$ cat config.mk
export PLATFORM = sky130hd
export DESIGN_NAME = pipeline_ctrl
export DESIGN_NICKNAME = d
export VERILOG_FILES = /design/src/rtl/pipeline_ctrl_pkg.sv /design/src/rtl/pipeline_ctrl_hazard.sv /design/src/rtl/pipeline_ctrl.sv
export SDC_FILE = /design/constraint.sdc
export NUM_CORES = 1
export LEC_CHECK = 0
export BUFFER_PORTS_ARGS = -buffer_cell sky130_fd_sc_hd__buf_4
export CAP_MARGIN = 25
export CORE_UTILIZATION = 42
export DETAILED_ROUTE_END_ITERATION = 8
export GPL_TIMING_DRIVEN = 0
export PLACE_DENSITY = 0.85
export SLEW_MARGIN = 15
export SYNTH_ARGS = -nofsm -noshare
export SYNTH_HDL_FRONTEND = slang
export SYNTH_HIERARCHICAL = 1
export SYNTH_SLANG_ARGS = --single-unit
export TNS_END_PERCENT = 100
$ cat constraint.sdc
create_clock -name clk -period 1.9 [get_ports clk]
set_input_delay 0.095 -clock clk [delete_from_list [all_inputs] [get_ports clk]]
set_output_delay 0.095 -clock clk [all_outputs]
set_load 0.01 [all_outputs]
$ cat src/rtl/pipeline_ctrl_pkg.sv
// Shared types for the pipeline sequencing block: memory-wait states
// and the bundle of stage-register load/flush controls.
package pipeline_ctrl_pkg;

  localparam int REG_ADDR_W_DEF = 5;

  typedef enum logic [1:0] {
    RUN       = 2'd0,
    WAIT_BOTH = 2'd1,
    WAIT_I    = 2'd2,
    WAIT_D    = 2'd3
  } mem_state_e;

  typedef struct packed {
    logic pc_load;
    logic if_id_load;
    logic id_ex_load;
    logic ex_mem_load;
    logic mem_wb_load;
    logic if_id_flush;
    logic id_ex_flush;
  } stage_ctrl_t;

endpackage

$ cat src/rtl/pipeline_ctrl_hazard.sv
// Combinational stage control: freeze, then redirect, then load-use.
// A squashed ID instruction cannot cause a load-use stall.
module hazard_unit
  import pipeline_ctrl_pkg::*;
#(
  parameter int REG_ADDR_W = REG_ADDR_W_DEF
) (
  input  logic                  freeze,
  input  logic                  ex_redirect,
  input  logic                  ex_is_load,
  input  logic [REG_ADDR_W-1:0] ex_rd,
  input  logic [REG_ADDR_W-1:0] id_rs1,
  input  logic [REG_ADDR_W-1:0] id_rs2,
  input  logic                  id_use_rs1,
  input  logic                  id_use_rs2,
  output stage_ctrl_t           ctrl
);

  logic rs1_hit;
  logic rs2_hit;
  logic lu_hit;

  assign rs1_hit = id_use_rs1 && (id_rs1 == ex_rd);
  assign rs2_hit = id_use_rs2 && (id_rs2 == ex_rd);
  assign lu_hit  = ex_is_load && (ex_rd != '0)
                && (rs1_hit || rs2_hit);

  always_comb begin
    ctrl = '0;
    unique case (1'b1)
      freeze: ctrl = '0;
      (!freeze && ex_redirect): begin
        ctrl = '1;
      end
      (!freeze && !ex_redirect && lu_hit): begin
        ctrl.id_ex_load  = 1'b1;
        ctrl.id_ex_flush = 1'b1;
        ctrl.ex_mem_load = 1'b1;
        ctrl.mem_wb_load = 1'b1;
      end
      default: begin
        ctrl.pc_load     = 1'b1;
        ctrl.if_id_load  = 1'b1;
        ctrl.id_ex_load  = 1'b1;
        ctrl.ex_mem_load = 1'b1;
        ctrl.mem_wb_load = 1'b1;
      end
    endcase
  end

endmodule

$ cat src/rtl/pipeline_ctrl.sv
// 5-stage pipeline sequencer: cache-wait FSM plus hazard controls.
// Optional perf counters under PIPELINE_CTRL_PERF_CNT_EN.
module pipeline_ctrl
  import pipeline_ctrl_pkg::*;
#(
  parameter int REG_ADDR_W = REG_ADDR_W_DEF
`ifdef PIPELINE_CTRL_PERF_CNT_EN
  ,
  parameter int PERF_W = 32
`endif
) (
  input  logic                  clk,
  input  logic                  rst,
  input  logic                  imem_req,
  input  logic                  imem_resp,
  input  logic                  dmem_req,
  input  logic                  dmem_resp,
  input  logic [REG_ADDR_W-1:0] id_rs1,
  input  logic [REG_ADDR_W-1:0] id_rs2,
  input  logic                  id_use_rs1,
  input  logic                  id_use_rs2,
  input  logic [REG_ADDR_W-1:0] ex_rd,
  input  logic                  ex_is_load,
  input  logic                  ex_redirect,
  output logic                  imem_req_en,
  output logic                  dmem_req_en,
  output logic                  i_capture,
  output logic                  d_capture,
  output logic                  pc_load,
  output logic                  if_id_load,
  output logic                  id_ex_load,
  output logic                  ex_mem_load,
  output logic                  mem_wb_load,
  output logic                  if_id_flush,
  output logic                  id_ex_flush
`ifdef PIPELINE_CTRL_PERF_CNT_EN
  ,
  output logic [PERF_W-1:0]     perf_stall_cycles,
  output logic [PERF_W-1:0]     perf_loaduse,
  output logic [PERF_W-1:0]     perf_redirects
`endif
);

  mem_state_e  state;
  mem_state_e  state_n;
  logic        i_pend;
  logic        d_pend;
  logic        i_cap;
  logic        d_cap;
  logic        i_en;
  logic        d_en;
  logic        freeze;
  stage_ctrl_t hz_ctrl;
  stage_ctrl_t ctrl;

  assign i_pend = imem_req && !imem_resp;
  assign d_pend = dmem_req && !dmem_resp;

  always_ff @(posedge clk) begin
    if (rst) state <= RUN;
    else     state <= state_n;
  end

  always_comb begin
    state_n = state;
    i_cap   = 1'b0;
    d_cap   = 1'b0;
    i_en    = 1'b0;
    d_en    = 1'b0;
    unique case (state)
      RUN: begin
        i_en = 1'b1;
        d_en = 1'b1;
        unique case (1'b1)
          (i_pend && d_pend): state_n = WAIT_BOTH;
          (i_pend && !d_pend): begin
            state_n = WAIT_I;
            d_cap   = dmem_req;
          end
          (!i_pend && d_pend): begin
            state_n = WAIT_D;
            i_cap   = imem_req;
          end
          default: state_n = RUN;
        endcase
      end
      WAIT_BOTH: begin
        unique case ({imem_resp, dmem_resp})
          2'b11: state_n = RUN;
          2'b10: begin
            state_n = WAIT_D;
            i_cap   = 1'b1;
          end
          2'b01: begin
            state_n = WAIT_I;
            d_cap   = 1'b1;
          end
          default: state_n = WAIT_BOTH;
        endcase
      end
      WAIT_I: begin
        i_en = 1'b1;
        if (imem_resp) state_n = RUN;
      end
      WAIT_D: begin
        d_en = 1'b1;
        if (dmem_resp) state_n = RUN;
      end
      default: state_n = RUN;
    endcase
  end

  assign freeze = (state_n != RUN);

  hazard_unit #(
    .REG_ADDR_W (REG_ADDR_W)
  ) u_hazard (
    .freeze      (freeze),
    .ex_redirect (ex_redirect),
    .ex_is_load  (ex_is_load),
    .ex_rd       (ex_rd),
    .id_rs1      (id_rs1),
    .id_rs2      (id_rs2),
    .id_use_rs1  (id_use_rs1),
    .id_use_rs2  (id_use_rs2),
    .ctrl        (hz_ctrl)
  );

  assign ctrl        = rst ? '0 : hz_ctrl;
  assign imem_req_en = !rst && i_en;
  assign dmem_req_en = !rst && d_en;
  assign i_capture   = !rst && i_cap;
  assign d_capture   = !rst && d_cap;

  assign pc_load     = ctrl.pc_load;
  assign if_id_load  = ctrl.if_id_load;
  assign id_ex_load  = ctrl.id_ex_load;
  assign ex_mem_load = ctrl.ex_mem_load;
  assign mem_wb_load = ctrl.mem_wb_load;
  assign if_id_flush = ctrl.if_id_flush;
  assign id_ex_flush = ctrl.id_ex_flush;

`ifdef PIPELINE_CTRL_PERF_CNT_EN
  // Only a redirect flushes IF/ID; a lone ID/EX flush is a load-use stall.
  logic redirect_eff;
  logic loaduse_eff;

  assign redirect_eff = ctrl.if_id_flush;
  assign loaduse_eff  = ctrl.id_ex_flush && !ctrl.if_id_flush;

  always_ff @(posedge clk) begin
    if (rst) begin
      perf_stall_cycles <= '0;
      perf_loaduse      <= '0;
      perf_redirects    <= '0;
    end else begin
      if (freeze && !(&perf_stall_cycles))
        perf_stall_cycles <= perf_stall_cycles + 1'b1;
      if (loaduse_eff && !(&perf_loaduse))
        perf_loaduse <= perf_loaduse + 1'b1;
      if (redirect_eff && !(&perf_redirects))
        perf_redirects <= perf_redirects + 1'b1;
    end
  end
`endif

endmodule
==> results.sh, run 1 <==
export IMPL_hp_class="in -> reg"
export IMPL_grt_pass1_wl_mm=2.48
export IMPL_violations="setup timing"
export IMPL_ir_worst_vdd_v=0.000297
export IMPL_cp_num_buf_inv=3
export IMPL_seqCellArea_um2=47.5
export IMPL_multi_input_area_um2=539
export IMPL_crit_path_max_fanout=5
export IMPL_grt_use_total_pct=25.0
export IMPL_layout_min_cycle_time_ns=2.00
export IMPL_drive_gt1_share_pct=58.1
export IMPL_fin_worst_skew_ns=0.00641
export IMPL_drc_errors=0
export IMPL_cts_buffers=3
export IMPL_instances_no_fill=132
export IMPL_critPathKind="reg -> out"
export IMPL_cp_slowest_cell="dfxtp_4"
export IMPL_worstSkewPairLatency_ns=0.23
export IMPL_dp_hpwl_mm=1.17
export IMPL_ys_seq_elements=2
export IMPL_syn_avg_cell_area_um2=7.86
export IMPL_io_pins=36
export IMPL_whs_ns=0.285
export IMPL_netlist_area_um2=582
export IMPL_routed_wl_mm=1.80
export IMPL_start_util_pct=44.7
export IMPL_crit_required_ns=1.80
export IMPL_root_buffer="clkbuf_4"
export IMPL_relSlewSlack_pct=79.1
export IMPL_netlist_instances=74
export IMPL_hold_viol=0
export IMPL_largestRegisters="state: 2 flops"
export IMPL_layout_setup_ws_ns=-0.102
export IMPL_power_total_uw=411
export IMPL_crit_chain="ha_1 > nor2b_2 > nor2_2 > o311ai_4 > inv_2 > o31a_1 > buf_4 > nor2b_4 > buf_6"
export IMPL_pre_cts_ws_ns=-0.103
export IMPL_slowest_delay_ns=0.37
export IMPL_diodes=0
export IMPL_final_util_pct=77.1
export IMPL_cap_violations=0
export IMPL_powerDensity_nw_per_um2=410
export IMPL_die_x_um=39.2
export IMPL_rsz0062_at_grt="yes"
export IMPL_seq_area_frac_synth_pct=6.88
export IMPL_fillers=103
export IMPL_final_nets=153
export IMPL_grt_start_max_net_pins=11
export IMPL_wl_per_cell_um=13.7
export IMPL_setup_viol=6
export IMPL_port_buffers=35
export IMPL_syn_to_final_growth_pct=72.5
export IMPL_yosys_warnings=6
export IMPL_clock_path_buffers=2
export IMPL_vias=663
export IMPL_dp_cells=124
export IMPL_dieArea_um2=1540
export IMPL_detail_route_antenna_nets=0
export IMPL_largest_register_ffs=2
export IMPL_antenna_found_initial=0
export IMPL_coreArea_um2=1300
export IMPL_firstDrtPassIters=4
export IMPL_first_iter_violations=7
export IMPL_via_per_inst=5.02
export IMPL_p_leak_nw=0.515
export IMPL_cts_clk_slew_worst_paths_ns=0.03
export IMPL_grt_overflow=0
export IMPL_cp_start_kind="flip-flop"
export IMPL_synth_cell_types=24
export IMPL_gp_routability_congestion=0.747
export IMPL_fmax_mhz=500
export IMPL_cts_tree="done"
export IMPL_slew_violations=0
export IMPL_end_kind="output pin"
export IMPL_die_y_um=39.2
export IMPL_core_rowCount=13
export IMPL_grt_pass1_vias=588
export IMPL_largest_register="state"
export IMPL_htree_levels=1
export IMPL_status="finished, violations left"
export IMPL_min_period_over_period_pct=105
export IMPL_cp_top_family="simple AND/OR/NAND/NOR gates"
export IMPL_cp_arrival_ns=1.91
export IMPL_synth_fp_nets=108
export IMPL_worst_pin_slew_ns=0.313
export IMPL_cts_sinks=2
==> routing by layer <==
metal	global-route usage (%)	part of all wire, %	vias to the layer above
li1	-	-	328
met1	26.1	37	309
met2	44.6	56	20
met3	3.47	4.1	6
met4	18.1	2.7	0
met5	0	0	-
==> power by group <==
| part | switching, mW | total [mW] | leakage (nW) | internal (mW) |
|---|---|---|---|---|
| Combinational | 0.112 | 0.262 | 0.483 | 0.151 |
| Sequential | 0.00538 | 0.0501 | 0.0178 | 0.0447 |
| Clock | 0.0287 | 0.0988 | 0.0138 | 0.0701 |
==> cell type report <==
type | instances | share of cell area [%]
plain buffers | 4 | 2.74
clock buffers | 3 | 2.24
inverters | 8 | 3.24
multi-input cells | 59 | 53.7
flip-flops and latches | 2 | 4.74
well taps | 15 | 1.87
repair buffers | 41 | 31.4
==> layout by cell type (no fill, tap or decap), types with 3 or more instances in the layout <==
cell	synthesis	routed
nor2b_1	10	8
clkbuf_4	0	3
o21ai_1	4	3
inv_1	8	5
ha_1	9	7
xor2_1	8	8
a32oi_1	3	3
nor2_1	7	6
buf_4	3	42
==> cell usage after synthesis <==
| cell | n | area (µm²) |
|---|---|---|
| o31ai_1 | 1 | 7.51 |
| and2b_1 | 1 | 7.51 |
| and2_0 | 1 | 6.26 |
| nand2_1 | 3 | 11.3 |
| nand2b_4 | 1 | 13.8 |
| nor2_1 | 7 | 26.3 |
| a21oi_2 | 2 | 17.5 |
| buf_6 | 1 | 11.3 |
| o21ai_1 | 4 | 20.0 |
| or4_1 | 1 | 7.51 |
| xnor2_1 | 2 | 17.5 |
| o31a_1 | 1 | 8.76 |
| dfxtp_1 | 2 | 40.0 |
| inv_1 | 8 | 30.0 |
| a32oi_1 | 3 | 26.3 |
| xor2_1 | 8 | 70.1 |
| buf_4 | 3 | 22.5 |
| mux2_4 | 2 | 30.0 |
| ha_1 | 9 | 113 |
| nor4_1 | 1 | 6.26 |
| o311ai_1 | 1 | 8.76 |
| nor4_2 | 1 | 12.5 |
| nor2b_1 | 10 | 62.6 |
| buf_2 | 1 | 5.00 |
==> cells by family (layout without fill, tap and decap cells) <==
kind of cell	Yosys count	after routing	synth area share, %
AOI/OAI and AO/OA	12	12	15.3
xor gates and xnor gates	10	10	15.1
adders and majority gates	9	9	19.4
buffers and inverters	13	56	11.8
DFF	2	2	6.88
muxes	2	2	5.16
and+or+nand+nor	26	26	26.5
==> per-stage QoR <==
step                      TNS [ns]  instance area (µm²)
after global placement     -0.0721                  863
after CTS                   -0.190                  978
after floorplan                  0                  582
after global routing        -0.719                 1000
final                       -0.244                 1000
after detailed placement    -0.132                  863
==> tightest hold or removal path: cells and delay by family <==
kind            cells  cell delay [ns]
buf+inv             1             0.11
compound gates      2             0.22
simple gates        1             0.06
==> repair_timing <==
action,4_1_cts,5_1_grt
hold buffers,0,0
pin swaps,3,3
setup endpoints to repair,7,7
setup buffers,6,0
resized for setup,12,10
==> final timing paths <==
path             start  endpoint  slack [ns]  depth (start not counted)
min          dmem_resp  state[0]        0.29                          4
max           state[0]   pc_load       -0.10                          9
min reg2reg   state[0]  state[0]        0.69                          3
max reg2reg   state[1]  state[1]        0.57                          7
Power figures use the tool's default switching activity.
==> run 2: changes to the inputs <==
==> constraint.sdc (replaced) <==
create_clock -name clk -period 1.9 [get_ports clk]
set_input_delay 0.095 -clock clk [delete_from_list [all_inputs] [get_ports clk]]
set_output_delay 0.095 -clock clk [all_outputs]
set_load 0.05 [all_outputs]
==> run 2 against run 1 <==
Against the previous run:
- the flow still finishes with violations (setup timing)
- sequential share of layout area down 0.27 points
- first-iteration DRC count is 57% lower
- sequential power up 1%
- die area is the same
- utilization rose by 4.6 points
- power grew 17%
- critical path depth increased by 2
- clock-buffer cell count is the same
- sequential cell count stayed put
- global-route usage shrank 5.3 points
- clock skew shrank 0.0036 ns
- non-clock buffer count up 1
==> results.sh, run 2 (synthesized netlist as in run 1, its figures left out) <==
export IMPL_worst_pin_slew_ns=0.289
export IMPL_final_cell_mix="38 x buf_4, 8 x xor2_1, 7 x buf_6"
export IMPL_first_iter_violations=3
export IMPL_worstSkewPairLatency_ns=0.22
export IMPL_cts_sinks=2
export IMPL_end_kind="output pin"
export IMPL_pre_cts_ws_ns=-0.175
export IMPL_drc_errors=0
export IMPL_dpl_cell_area_um2=881
export IMPL_fmax_mhz=499
export IMPL_cp_top_family="buffers and inverters"
export IMPL_setup_viol=6
export IMPL_coreArea_um2=1300
export IMPL_ir_worst_vdd_v=0.000275
export IMPL_postCtsHoldBufs=0
export IMPL_status="finished, violations left"
export IMPL_hold_viol=0
export IMPL_largest_register_ffs=2
export IMPL_hp_class="in -> reg"
export IMPL_cts_buffers=3
export IMPL_wl_per_cell_um=11.9
export IMPL_largestRegisters="state: 2 flops"
export IMPL_powerDensity_nw_per_um2=452
export IMPL_rsz0062_at_grt="yes"
export IMPL_grt_overflow=0
export IMPL_cp_slowest_cell="dfxtp_4"
export IMPL_diodes=0
export IMPL_vias=654
export IMPL_violations="setup timing"
export IMPL_antenna_found_initial=0
export IMPL_dp_hpwl_mm=1.16
export IMPL_htree_levels=1
export IMPL_grt_pass1_vias=566
export IMPL_drive_gt1_share_pct=63.6
export IMPL_dp_cells=124
export IMPL_cap_violations=0
export IMPL_syn_to_final_growth_pct=82.8
export IMPL_slew_violations=0
export IMPL_final_nets=154
export IMPL_grt_pass1_wl_mm=2.07
export IMPL_root_buffer="clkbuf_4"
export IMPL_cts_clk_slew_worst_paths_ns=0.03
export IMPL_p_leak_nw=0.531
export IMPL_multi_input_area_um2=571
export IMPL_routed_wl_mm=1.59
export IMPL_seqCellArea_um2=47.5
export IMPL_grt_start_max_net_pins=11
export IMPL_slowest_delay_ns=0.36
export IMPL_min_period_over_period_pct=106
export IMPL_layout_setup_ws_ns=-0.106
export IMPL_die_x_um=39.2
export IMPL_port_buffers=35
export IMPL_detail_route_antenna_nets=0
export IMPL_fin_worst_skew_ns=0.00280
export IMPL_final_common_cell="buf_4"
export IMPL_fillers=78
export IMPL_start_util_pct=44.7
export IMPL_core_rowCount=13
export IMPL_fin_tns_setup_ns=-0.255
export IMPL_cp_arrival_ns=1.91
export IMPL_crit_path_max_fanout=5
export IMPL_largest_register="state"
export IMPL_gp_routability_congestion=0.769
export IMPL_grt_use_total_pct=19.7
export IMPL_layout_min_cycle_time_ns=2.01
export IMPL_clock_path_buffers=2
export IMPL_firstDrtPassIters=2
export IMPL_crit_chain="inv_4 > buf_6 > ha_4 > o21ai_2 > mux2_4 > o311ai_4 > inv_2 > o31a_1 > buf_4 > nor2b_4 > buf_6"
export IMPL_cp_start_kind="flip-flop"
export IMPL_via_per_inst=4.92
export IMPL_crit_required_ns=1.80
export IMPL_critPathKind="reg -> out"
export IMPL_critPathMostFrequentCell="buf_6"
export IMPL_die_y_um=39.2
export IMPL_instances_no_fill=133
export IMPL_cp_num_buf_inv=5
export IMPL_relSlewSlack_pct=80.6
export IMPL_io_pins=36
export IMPL_dieArea_um2=1540
export IMPL_cts_tree="done"
export IMPL_fin_area_um2=1060
==> run 2: cell count changes in the layout (fill, tap and decap cells not counted), sizes merged <==
cell	before	now
buf	45	46
==> run 2: through the flow <==
step	hold WS [ns]	total power [mW]	util, %
after floorplan	0.285	0.240	-
after global placement	0.513	0.330	67.7
after detailed placement	0.519	0.337	67.7
after CTS	0.282	0.483	80.2
after global routing	0.317	0.511	81.7
final	0.302	0.481	81.7
==> run 2: final cells by class <==
cell class                 instances  area share [%]
multi-input combinational         59            53.6
timing repair buffer              42            32.1
sequential                         2            4.47
inverter                           8            3.29
buffer                             4            2.59
clock buffer                       3            2.12
tap                               15            1.76
==> run 2: power by group <==
part	switching, mW	internal (mW)	total [mW]
clock network	0.0212	0.0694	0.0906
logic	0.175	0.165	0.340
registers	0.00592	0.0448	0.0507
==> run 2: worst reg2reg max path, stage by stage, from the launching register on <==
cell	delay, ns
dfxtp_4	0.36
inv_4	0.07
buf_6	0.09
ha_4	0.14
o21ai_2	0.05
mux2_4	0.29
buf_4	0.14
a21oi_2	0.10
==> run 2: layer usage <==
metal	up-vias	track usage, %	wire, µm
met4	0	5.17	14
met5	-	0	0
met2	28	45.0	873
met1	292	16.3	554
met3	2	2.31	145
li1	332	-	-
==> run 2: worst paths after layout <==
check,startpoint,to,slack (ns),depth (start not counted)
worst min register to register,state[0],state[0],0.68,3
worst min-delay path,dmem_resp,state[0],0.30,4
worst max-delay path,state[1],pc_load,-0.11,11
worst max register to register,state[1],state[0],0.59,7
==> run 2: what timing repair did <==
item / 4_1_cts / 5_1_grt
endpoints found under the setup margin: 7 / 7
setup buffers: 7 / 0
pin swaps: 3 / 2
gates resized for setup: 23 / 8
